--- src/rtl/inst_fetch.sv ---
// Instruction-fetch stage: PC register, single-outstanding fetch, registered output to decode.
// Optional IF_PERF_CNT_EN adds consumed-instruction and squash counters.
module inst_fetch #(
    parameter logic [31:0] RESET_PC = 32'h0000_0000
) (
    input  logic        clk,
    input  logic        rst_n,
    output logic        imem_req,
    output logic [31:0] imem_addr,
    input  logic        imem_rvalid,
    input  logic [31:0] imem_rdata,
    input  logic        redirect_valid,
    input  logic [31:0] redirect_pc,
    input  logic        stall,
    output logic        if_valid,
    output logic [31:0] if_instr,
    output logic [5:0]  if_op,
    output logic [31:0] if_pc,
    output logic [31:0] if_pc_plus4
`ifdef IF_PERF_CNT_EN
    ,
    output logic [31:0] perf_fetch_cnt,
    output logic [15:0] perf_squash_cnt
`endif
);

    typedef enum logic [1:0] {
        IDLE  = 2'd0,
        FETCH = 2'd1,
        WAIT  = 2'd2,
        VALID = 2'd3
    } state_e;

    state_e      state_q, state_d;
    logic [31:0] pc_q, pc_d;
    logic        squash_q, squash_d;
    logic        if_valid_q, if_valid_d;
    logic [31:0] if_instr_q, if_instr_d;
    logic [31:0] if_pc_q, if_pc_d;
    logic        fetch_inc, squash_inc;
    logic [31:0] redir_pc;

    assign redir_pc = {redirect_pc[31:2], 2'b00};

    always_ff @(posedge clk or negedge rst_n) begin
        if (!rst_n) begin
            state_q    <= IDLE;
            pc_q       <= RESET_PC;
            squash_q   <= 1'b0;
            if_valid_q <= 1'b0;
            if_instr_q <= '0;
            if_pc_q    <= '0;
        end else begin
            state_q    <= state_d;
            pc_q       <= pc_d;
            squash_q   <= squash_d;
            if_valid_q <= if_valid_d;
            if_instr_q <= if_instr_d;
            if_pc_q    <= if_pc_d;
        end
    end

    always_comb begin
        state_d    = state_q;
        pc_d       = pc_q;
        squash_d   = squash_q;
        if_valid_d = if_valid_q;
        if_instr_d = if_instr_q;
        if_pc_d    = if_pc_q;
        fetch_inc  = 1'b0;
        squash_inc = 1'b0;
        case (state_q)
            IDLE: begin
                if (redirect_valid) pc_d = redir_pc;
                state_d = FETCH;
            end
            FETCH: begin
                // The request at the old pc is already on the bus; its response must be dropped.
                if (redirect_valid) begin
                    pc_d     = redir_pc;
                    squash_d = 1'b1;
                end
                state_d = WAIT;
            end
            WAIT: begin
                if (imem_rvalid) begin
                    if (squash_q || redirect_valid) begin
                        if (redirect_valid) pc_d = redir_pc;
                        squash_d   = 1'b0;
                        squash_inc = 1'b1;
                        state_d    = FETCH;
                    end else begin
                        if_instr_d = imem_rdata;
                        if_pc_d    = pc_q;
                        if_valid_d = 1'b1;
                        pc_d       = pc_q + 32'd4;
                        state_d    = VALID;
                    end
                end else if (redirect_valid) begin
                    pc_d     = redir_pc;
                    squash_d = 1'b1;
                end
            end
            VALID: begin
                if (redirect_valid) begin
                    pc_d       = redir_pc;
                    if_valid_d = 1'b0;
                    squash_inc = 1'b1;
                    state_d    = FETCH;
                end else if (!stall) begin
                    if_valid_d = 1'b0;
                    fetch_inc  = 1'b1;
                    state_d    = FETCH;
                end
            end
            default: state_d = IDLE;
        endcase
    end

    assign imem_req    = (state_q == FETCH);
    assign imem_addr   = pc_q;
    assign if_valid    = if_valid_q;
    assign if_instr    = if_instr_q;
    assign if_op       = if_instr_q[31:26];
    assign if_pc       = if_pc_q;
    assign if_pc_plus4 = if_pc_q + 32'd4;

`ifdef IF_PERF_CNT_EN
    logic [31:0] perf_fetch_q;
    logic [15:0] perf_squash_q;

    always_ff @(posedge clk or negedge rst_n) begin
        if (!rst_n) begin
            perf_fetch_q  <= '0;
            perf_squash_q <= '0;
        end else begin
            if (fetch_inc)  perf_fetch_q  <= perf_fetch_q + 32'd1;
            if (squash_inc) perf_squash_q <= perf_squash_q + 16'd1;
        end
    end

    assign perf_fetch_cnt  = perf_fetch_q;
    assign perf_squash_cnt = perf_squash_q;
`else
    logic unused_perf;
    assign unused_perf = fetch_inc ^ squash_inc;
`endif

endmodule
--- config.mk ---
export PLATFORM = sky130hd
export DESIGN_NAME = inst_fetch
export DESIGN_NICKNAME = d
export VERILOG_FILES = /design/src/rtl/inst_fetch.sv
export SDC_FILE = /design/constraint.sdc
export NUM_CORES = 1
export LEC_CHECK = 0
export CORE_ASPECT_RATIO = 0.9
export CORE_UTILIZATION = 45
export CTS_BUF_LIST = sky130_fd_sc_hd__clkbuf_4
export CTS_CLUSTER_DIAMETER = 80
export DETAILED_ROUTE_END_ITERATION = 16
export HOLD_SLACK_MARGIN = 0.03
export PLACE_DENSITY = 0.83
export SLEW_MARGIN = 40
export SYNTH_ARGS = -nofsm -noshare
export SYNTH_HDL_FRONTEND = slang
export SYNTH_SLANG_ARGS = --single-unit
export TNS_END_PERCENT = 10
--- constraint.sdc ---
create_clock -name clk -period 2.3 [get_ports clk]
set_input_delay 0.345 -clock clk [delete_from_list [all_inputs] [get_ports clk]]
set_output_delay 0.345 -clock clk [all_outputs]
set_load 0.05 [all_outputs]
==> results.py, run 1 <==
metrics = {
    "outcome": {
        "outcome": "finished, violations left",
        "violations": "setup timing",
    },
    "yosys": {
        "synth_cell_types": 50,
        "synthSimpleGateAreaFrac": 0.166,
        "ys_seq_elements": 100,
        "synth_fa_ha_area_frac": 0.0172,
        "netlist_instances": 443,
        "synth_compound_area_frac": 0.0804,
        "synth_mux_area_frac": 0.141,
        "syn_area_sq_mm": 0.00510,
        "synth_xor_area_frac": 0.0618,
        "synth_top_family_by_area": "simple AND/OR/NAND/NOR gates",
        "syn_area_per_cell_sq_um": 11.5,
        "yosys_warnings": 0,
        "synthesis.nets": 519,
        "seq_area_frac_synth": 0.490,
    },
    "timing": {
        "fin_crit_sh": 1.12,
        "timing.final.ws_setup_ps": -282,
        "tns_ps": -2390,
        "worstMarginPinSlew_ps": 599,
        "setup_viol": 19,
        "slew_headroom": 0.600,
        "rsz0062_at_grt": "true",
        "clock_skew_ps": 14.8,
        "min_period_ps": 2580,
        "max_freq_mhz": 387,
        "drv_slew": 0,
        "hold_viol_final": 0,
    },
    "power_and_ir_drop": {
        "powerDensity_mw_per_mm2": 1140,
        "leakagePower_nw": 3.58,
        "ir_drop_mv": 0.775,
    },
    "placed_design": {
        "postPlaceCellArea_sq_mm": 0.00788,
        "dp_hpwl_mm": 11.2,
        "io_buffers": 202,
        "place.gp.congestion": 0.839,
    },
    "critical_path": {
        "cp_max_fo": 2,
        "path_class": "register to output port",
        "ff2ff_setup_slack_ps": 140,
        "arrival_ps": 2240,
        "worst_ep_required_time_ps": 1960,
        "crit_path_start_kind": "register",
        "cp-end-kind": "output port",
    },
    "global_routing": {
        "grt_antenna_before_repair": 0,
        "grt_pass1_vias": 4396,
        "grt_pass1_wl_mm": 23.4,
        "grt_max_degree": 47,
        "gr-total-overflow": 0,
        "track_usage": 0.259,
    },
    "floorplan": {
        "fp.dieH_microns": 103,
        "io_pins": 205,
        "core-area_sq_mm": 0.0109,
        "dieArea_sq_mm": 0.0118,
        "initial_core_util": 0.466,
        "die_x_microns": 114,
        "num_rows": 36,
    },
    "final_layout": {
        "stdcell_area_sq_mm": 0.00822,
        "area_growth_pct": 61.0,
        "layout.nets": 741,
        "layout-drive-gt1-share": 0.321,
    },
    "cts": {
        "worstSkewPairLatency_ps": 450,
        "cts_tree": "built",
        "clk_pin_slew_ps": 150,
        "cts_buffer_depth": 2,
        "cts_made_buffers": 9,
        "htree_levels": 3,
        "clock-sinks": 100,
        "cts-root-buf": "clkbuf_4",
    },
    "routing": {
        "drtIter0Drc": 293,
        "via_count": 4481,
        "viasPerCell": 5.44,
        "drc": 0,
        "detail_route.wl_per_cell_microns": 18.2,
        "postRouteAntennaNets": 0,
        "wl_mm": 15.0,
        "first_pass_iters": 6,
    },
    "job": {
        "cap_violations": 0,
    },
    "min_path": {
        "hp-class": "input pin to register",
    },
}
-- registers in the layout (all words and copies together), names as in the netlist --
name       flops
if_pc         32
squash_q       1
if_valid       1
imem_addr     32
if_instr      32
state_q        2
-- cell usage after synthesis, drive strengths merged --
library cell | instances | share of area
or2 | 2 | 0.0025
o2bb2ai | 1 | 0.0017
ha | 7 | 0.017
clkbuf | 10 | 0.0083
inv | 14 | 0.010
a31oi | 1 | 0.0012
a221oi | 6 | 0.012
a21oi | 3 | 0.0029
nor3 | 13 | 0.015
nor2b | 3 | 0.0037
a222oi | 1 | 0.0020
a22oi | 1 | 0.0015
o211a | 1 | 0.0020
nand4bb | 1 | 0.0054
xnor2 | 24 | 0.041
buf | 17 | 0.024
dfrtp | 100 | 0.49
nor4 | 5 | 0.019
o22ai | 1 | 0.0012
o221a | 1 | 0.0022
and3 | 15 | 0.019
nand2 | 26 | 0.019
a211oi | 13 | 0.019
a311oi | 9 | 0.015
nor2 | 27 | 0.020
nand4 | 18 | 0.025
mux2 | 63 | 0.14
a31o | 1 | 0.0017
mux2i | 1 | 0.0020
xor2 | 12 | 0.021
a211o | 1 | 0.0017
nand3b | 1 | 0.0039
and4 | 6 | 0.010
nand3 | 15 | 0.015
o21ai | 15 | 0.015
o31ai | 1 | 0.0015
or3 | 1 | 0.0012
and2 | 6 | 0.0074
-- power breakdown --
part           internal [mW]  switching, mW
clock                  0.350          0.626
combinational           2.18           3.40
sequential              2.27          0.525
-- cell type report --
class                      instances  area (sq um)
inverter                          14          52.6
fill                             721          2730
antenna                            1          2.50
tap                              152           190
timing repair buffer             238          2580
sequential                       100          2530
clock inverter                     7          80.1
multi-input combinational        302          2720
clock buffer                       9          67.6
-- kinds of logic (layout without fill, tap and decap cells) --
| family | count (synthesis) | count (layout) |
|---|---|---|
| compound gates | 56 | 56 |
| xor+xnor | 36 | 36 |
| fa+ha+maj | 7 | 7 |
| buf+inv | 41 | 268 |
| flops | 100 | 100 |
| mux | 64 | 64 |
| other cells | 0 | 1 |
| simple gates | 139 | 139 |
-- critical path: stages, from the launching register on --
cell,delay [ps]
dfrtp_2,400
and3_4,200
nand4_1,170
or3_4,420
nor3_4,200
xor2_2,230
buf_12,170
-- path summary, 6_finish.rpt --
check | depth (start not counted) | start | endpoint
max in group asynchronous | 3 | rst_n | if_pc[12]$_DFFE_PN0P_
min reg2reg | 1 | if_instr[11]$_DFFE_PN0P_ | if_instr[11]$_DFFE_PN0P_
min | 4 | redirect_valid | state_q[1]$_DFFE_PN0P_
min in group asynchronous | 2 | rst_n | if_pc[0]$_DFFE_PN0P_
max reg2reg | 7 | state_q[0]$_DFFE_PN0P_ | imem_addr[26]$_DFF_PN0_
max | 6 | if_pc[4]$_DFFE_PN0P_ | if_pc_plus4[23]
-- per-stage QoR --
step | utilization | std cells | power [mW] | setup slack [ps] | hold WS, ps
5_1_grt | 0.750 | 822 | 9.70 | -393 | 352
4_1_cts | 0.747 | 821 | 9.38 | -277 | 308
2_1_floorplan | - | 443 | 6.19 | -184 | 49.4
6_report | 0.751 | 823 | 9.35 | -282 | 337
3_5_place_dp | 0.720 | 796 | 8.33 | 36.6 | 396
3_3_place_gp | 0.720 | 796 | 8.21 | 99.0 | 391
-- cells in the final DEF, fill, tap and decap left out, drive strengths merged, types with 2 or more instances in the layout --
cell / count
a211oi: 13
a21oi: 3
a221oi: 6
a311oi: 9
and2: 6
and3: 15
and4: 6
buf: 64
clkbuf: 9
clkdlybuf4s50: 169
dfrtp: 100
dlygate4sd2: 3
ha: 7
inv: 18
mux2: 63
nand2: 26
nand3: 15
nand4: 18
nor2: 27
nor2b: 3
nor3: 13
nor4: 5
o21ai: 15
or2: 2
xnor2: 24
xor2: 12
-- routing by layer --
layer / share of wire / vias up / track usage
met3: 0.062 / 29 / 0.0541
met5: 0 / - / 0
met1: 0.39 / 2190 / 0.325
met2: 0.52 / 205 / 0.462
met4: 0.022 / 0 / 0.0659
li1: - / 2057 / -
-- what timing repair did --
action / 4_1_cts / 5_1_grt
setup buffers: 8 / 1
hold endpoints to repair: 44 / 0
pin swaps: 17 / 6
setup endpoints to repair: 26 / 23
resized for setup: 23 / 6
hold buffers: 1 / 0
Power figures use the tool's default switching activity.
==> inputs of run 2 (changes only) <==
--- a/config.mk
+++ b/config.mk
@@ -6,12 +6,10 @@
 export NUM_CORES = 1
 export LEC_CHECK = 0
 export CORE_ASPECT_RATIO = 0.9
-export CORE_UTILIZATION = 45
-export CTS_BUF_LIST = sky130_fd_sc_hd__clkbuf_4
+export CORE_UTILIZATION = 27
 export CTS_CLUSTER_DIAMETER = 80
 export DETAILED_ROUTE_END_ITERATION = 16
 export HOLD_SLACK_MARGIN = 0.03
-export PLACE_DENSITY = 0.83
 export SLEW_MARGIN = 40
 export SYNTH_ARGS = -nofsm -noshare
 export SYNTH_HDL_FRONTEND = slang
==> results.py, run 2 (same netlist as run 1, synthesis figures left out) <==
metrics = {
    "floorplan": {
        "num_rows": 47,
        "initial_core_util": 0.276,
        "die_x_microns": 147,
        "core-area_sq_mm": 0.0185,
        "fp.dieH_microns": 132,
        "dieArea_sq_mm": 0.0195,
        "io_pins": 205,
    },
    "timing": {
        "timing.final.ws_setup_ps": -79.6,
        "slew_headroom": 0.618,
        "max_freq_mhz": 420,
        "drv_slew": 0,
        "clock_skew_ps": 4.15,
        "worstMarginPinSlew_ps": 572,
        "min_period_ps": 2380,
        "rsz0062_at_grt": "true",
        "hold_viol_final": 0,
        "setup_viol": 4,
        "whs_ps": 304,
        "tns_ps": -250,
        "fin_crit_sh": 1.03,
    },
    "global_routing": {
        "grt_antenna_before_repair": 0,
        "grt_pass1_vias": 4448,
        "grt_pass1_wl_mm": 25.3,
        "gr-total-overflow": 0,
        "track_usage": 0.169,
        "grt_max_degree": 48,
    },
    "placed_design": {
        "post-place-ws_ps": 63.1,
        "postPlaceCellArea_sq_mm": 0.00801,
        "io_buffers": 202,
        "dp_hpwl_mm": 12.2,
        "dp_cells": 891,
        "place.gp.congestion": 0.778,
    },
    "critical_path": {
        "path_class": "register to output port",
        "slowest_delay_ps": 360,
        "cp-end-kind": "output port",
        "path_cells": "nand4_1, buf_6, nor4_4, buf_6, nand4_1, xnor2_4, buf_12",
        "cp_max_fo": 8,
        "arrival_ps": 2030,
        "crit_path_start_kind": "register",
        "worst_ep_required_time_ps": 1960,
        "crit_slowest_cell": "dfrtp_2",
    },
    "power_and_ir_drop": {
        "leakagePower_nw": 3.67,
        "powerDensity_mw_per_mm2": 1170,
        "ir_drop_mv": 0.653,
        "p_total_mw": 9.92,
    },
    "final_layout": {
        "layout.nets": 744,
        "final_cell_mix": "170 x clkdlybuf4s50_1, 77 x dfrtp_1, 63 x mux2_2",
        "finish.utilization": 0.459,
        "antenna_cells": 0,
        "stdcell_area_sq_mm": 0.00848,
        "area_growth_pct": 66.3,
        "multi_input_area_sq_mm": 0.00269,
        "register_area_sq_mm": 0.00253,
        "nFillCells": 1707,
        "final_cells": 918,
        "final_common_cell": "clkdlybuf4s50_1",
        "layout-drive-gt1-share": 0.324,
    },
    "cts": {
        "cts-root-buf": "clkbuf_16",
        "worstSkewPairLatency_ps": 350,
        "htree_levels": 3,
        "cts_made_buffers": 9,
        "cts_tree": "built",
        "cts_buffer_depth": 2,
        "clk_pin_slew_ps": 70,
        "clock-sinks": 100,
    },
    "outcome": {
        "outcome": "finished, violations left",
        "violations": "setup timing",
    },
    "routing": {
        "wl_mm": 15.9,
        "viasPerCell": 4.74,
        "first_pass_iters": 4,
        "via_count": 4355,
        "detail_route.wl_per_cell_microns": 17.4,
        "postRouteAntennaNets": 0,
        "drtIter0Drc": 267,
        "drc": 0,
    },
    "job": {
        "cap_violations": 0,
    },
    "min_path": {
        "hp-class": "input pin to register",
    },
}
run 2: layout make-up:
type                       count  area share
timing repair buffer         241       0.308
clock buffer                   9      0.0265
multi-input combinational    302       0.317
inverter                      14     0.00619
clock inverter                 7     0.00782
sequential                   100       0.298
tap                          245      0.0361
run 2: critical path: cells and delay by family (launching register included):
family / cells / cell delay [ps]
buf+inv: 3 / 480
flops: 1 / 360
simple gates: 3 / 620
xor+xnor: 1 / 250
run 2: per-layer routing:
metal	global-route usage	part of all wire	wire length, microns	vias to the layer above
met4	0.0493	0.013	208	0
li1	-	-	-	2055
met3	0.0455	0.065	1040	14
met1	0.212	0.42	6680	2141
met2	0.285	0.50	8000	145
met5	0	0	0	-
run 2: final timing paths:
| check | cells after the start | endpoint | slack [ps] | from |
|---|---|---|---|---|
| max | 7 | if_pc_plus4[26] | -80 | if_pc[15]$_DFFE_PN0P_ |
| min | 3 | squash_q$_DFFE_PN0P_ | 300 | redirect_valid |
| max reg2reg | 7 | imem_addr[24]$_DFF_PN0_ | 150 | state_q[0]$_DFFE_PN0P_ |
| min reg2reg | 1 | if_instr[20]$_DFFE_PN0P_ | 510 | if_instr[20]$_DFFE_PN0P_ |
| max in group asynchronous | 3 | if_pc[12]$_DFFE_PN0P_ | 1090 | rst_n |
| min in group asynchronous | 2 | imem_addr[8]$_DFF_PN0_ | 520 | rst_n |
run 2: power breakdown:
part	internal (mW)	switching, mW
combinational	2.22	3.46
sequential	2.28	0.454
clock	0.840	0.671
total	5.34	4.58
run 2: what timing repair did:
item / CTS / global route
cloned: 0 / 0
pin swaps: 14 / 5
endpoints found under the setup margin: 21 / 20
endpoints found under the hold margin: 34 / 0
buffers inserted: 7 / 3
resized for setup: 17 / 9
hold buffers: 1 / 0
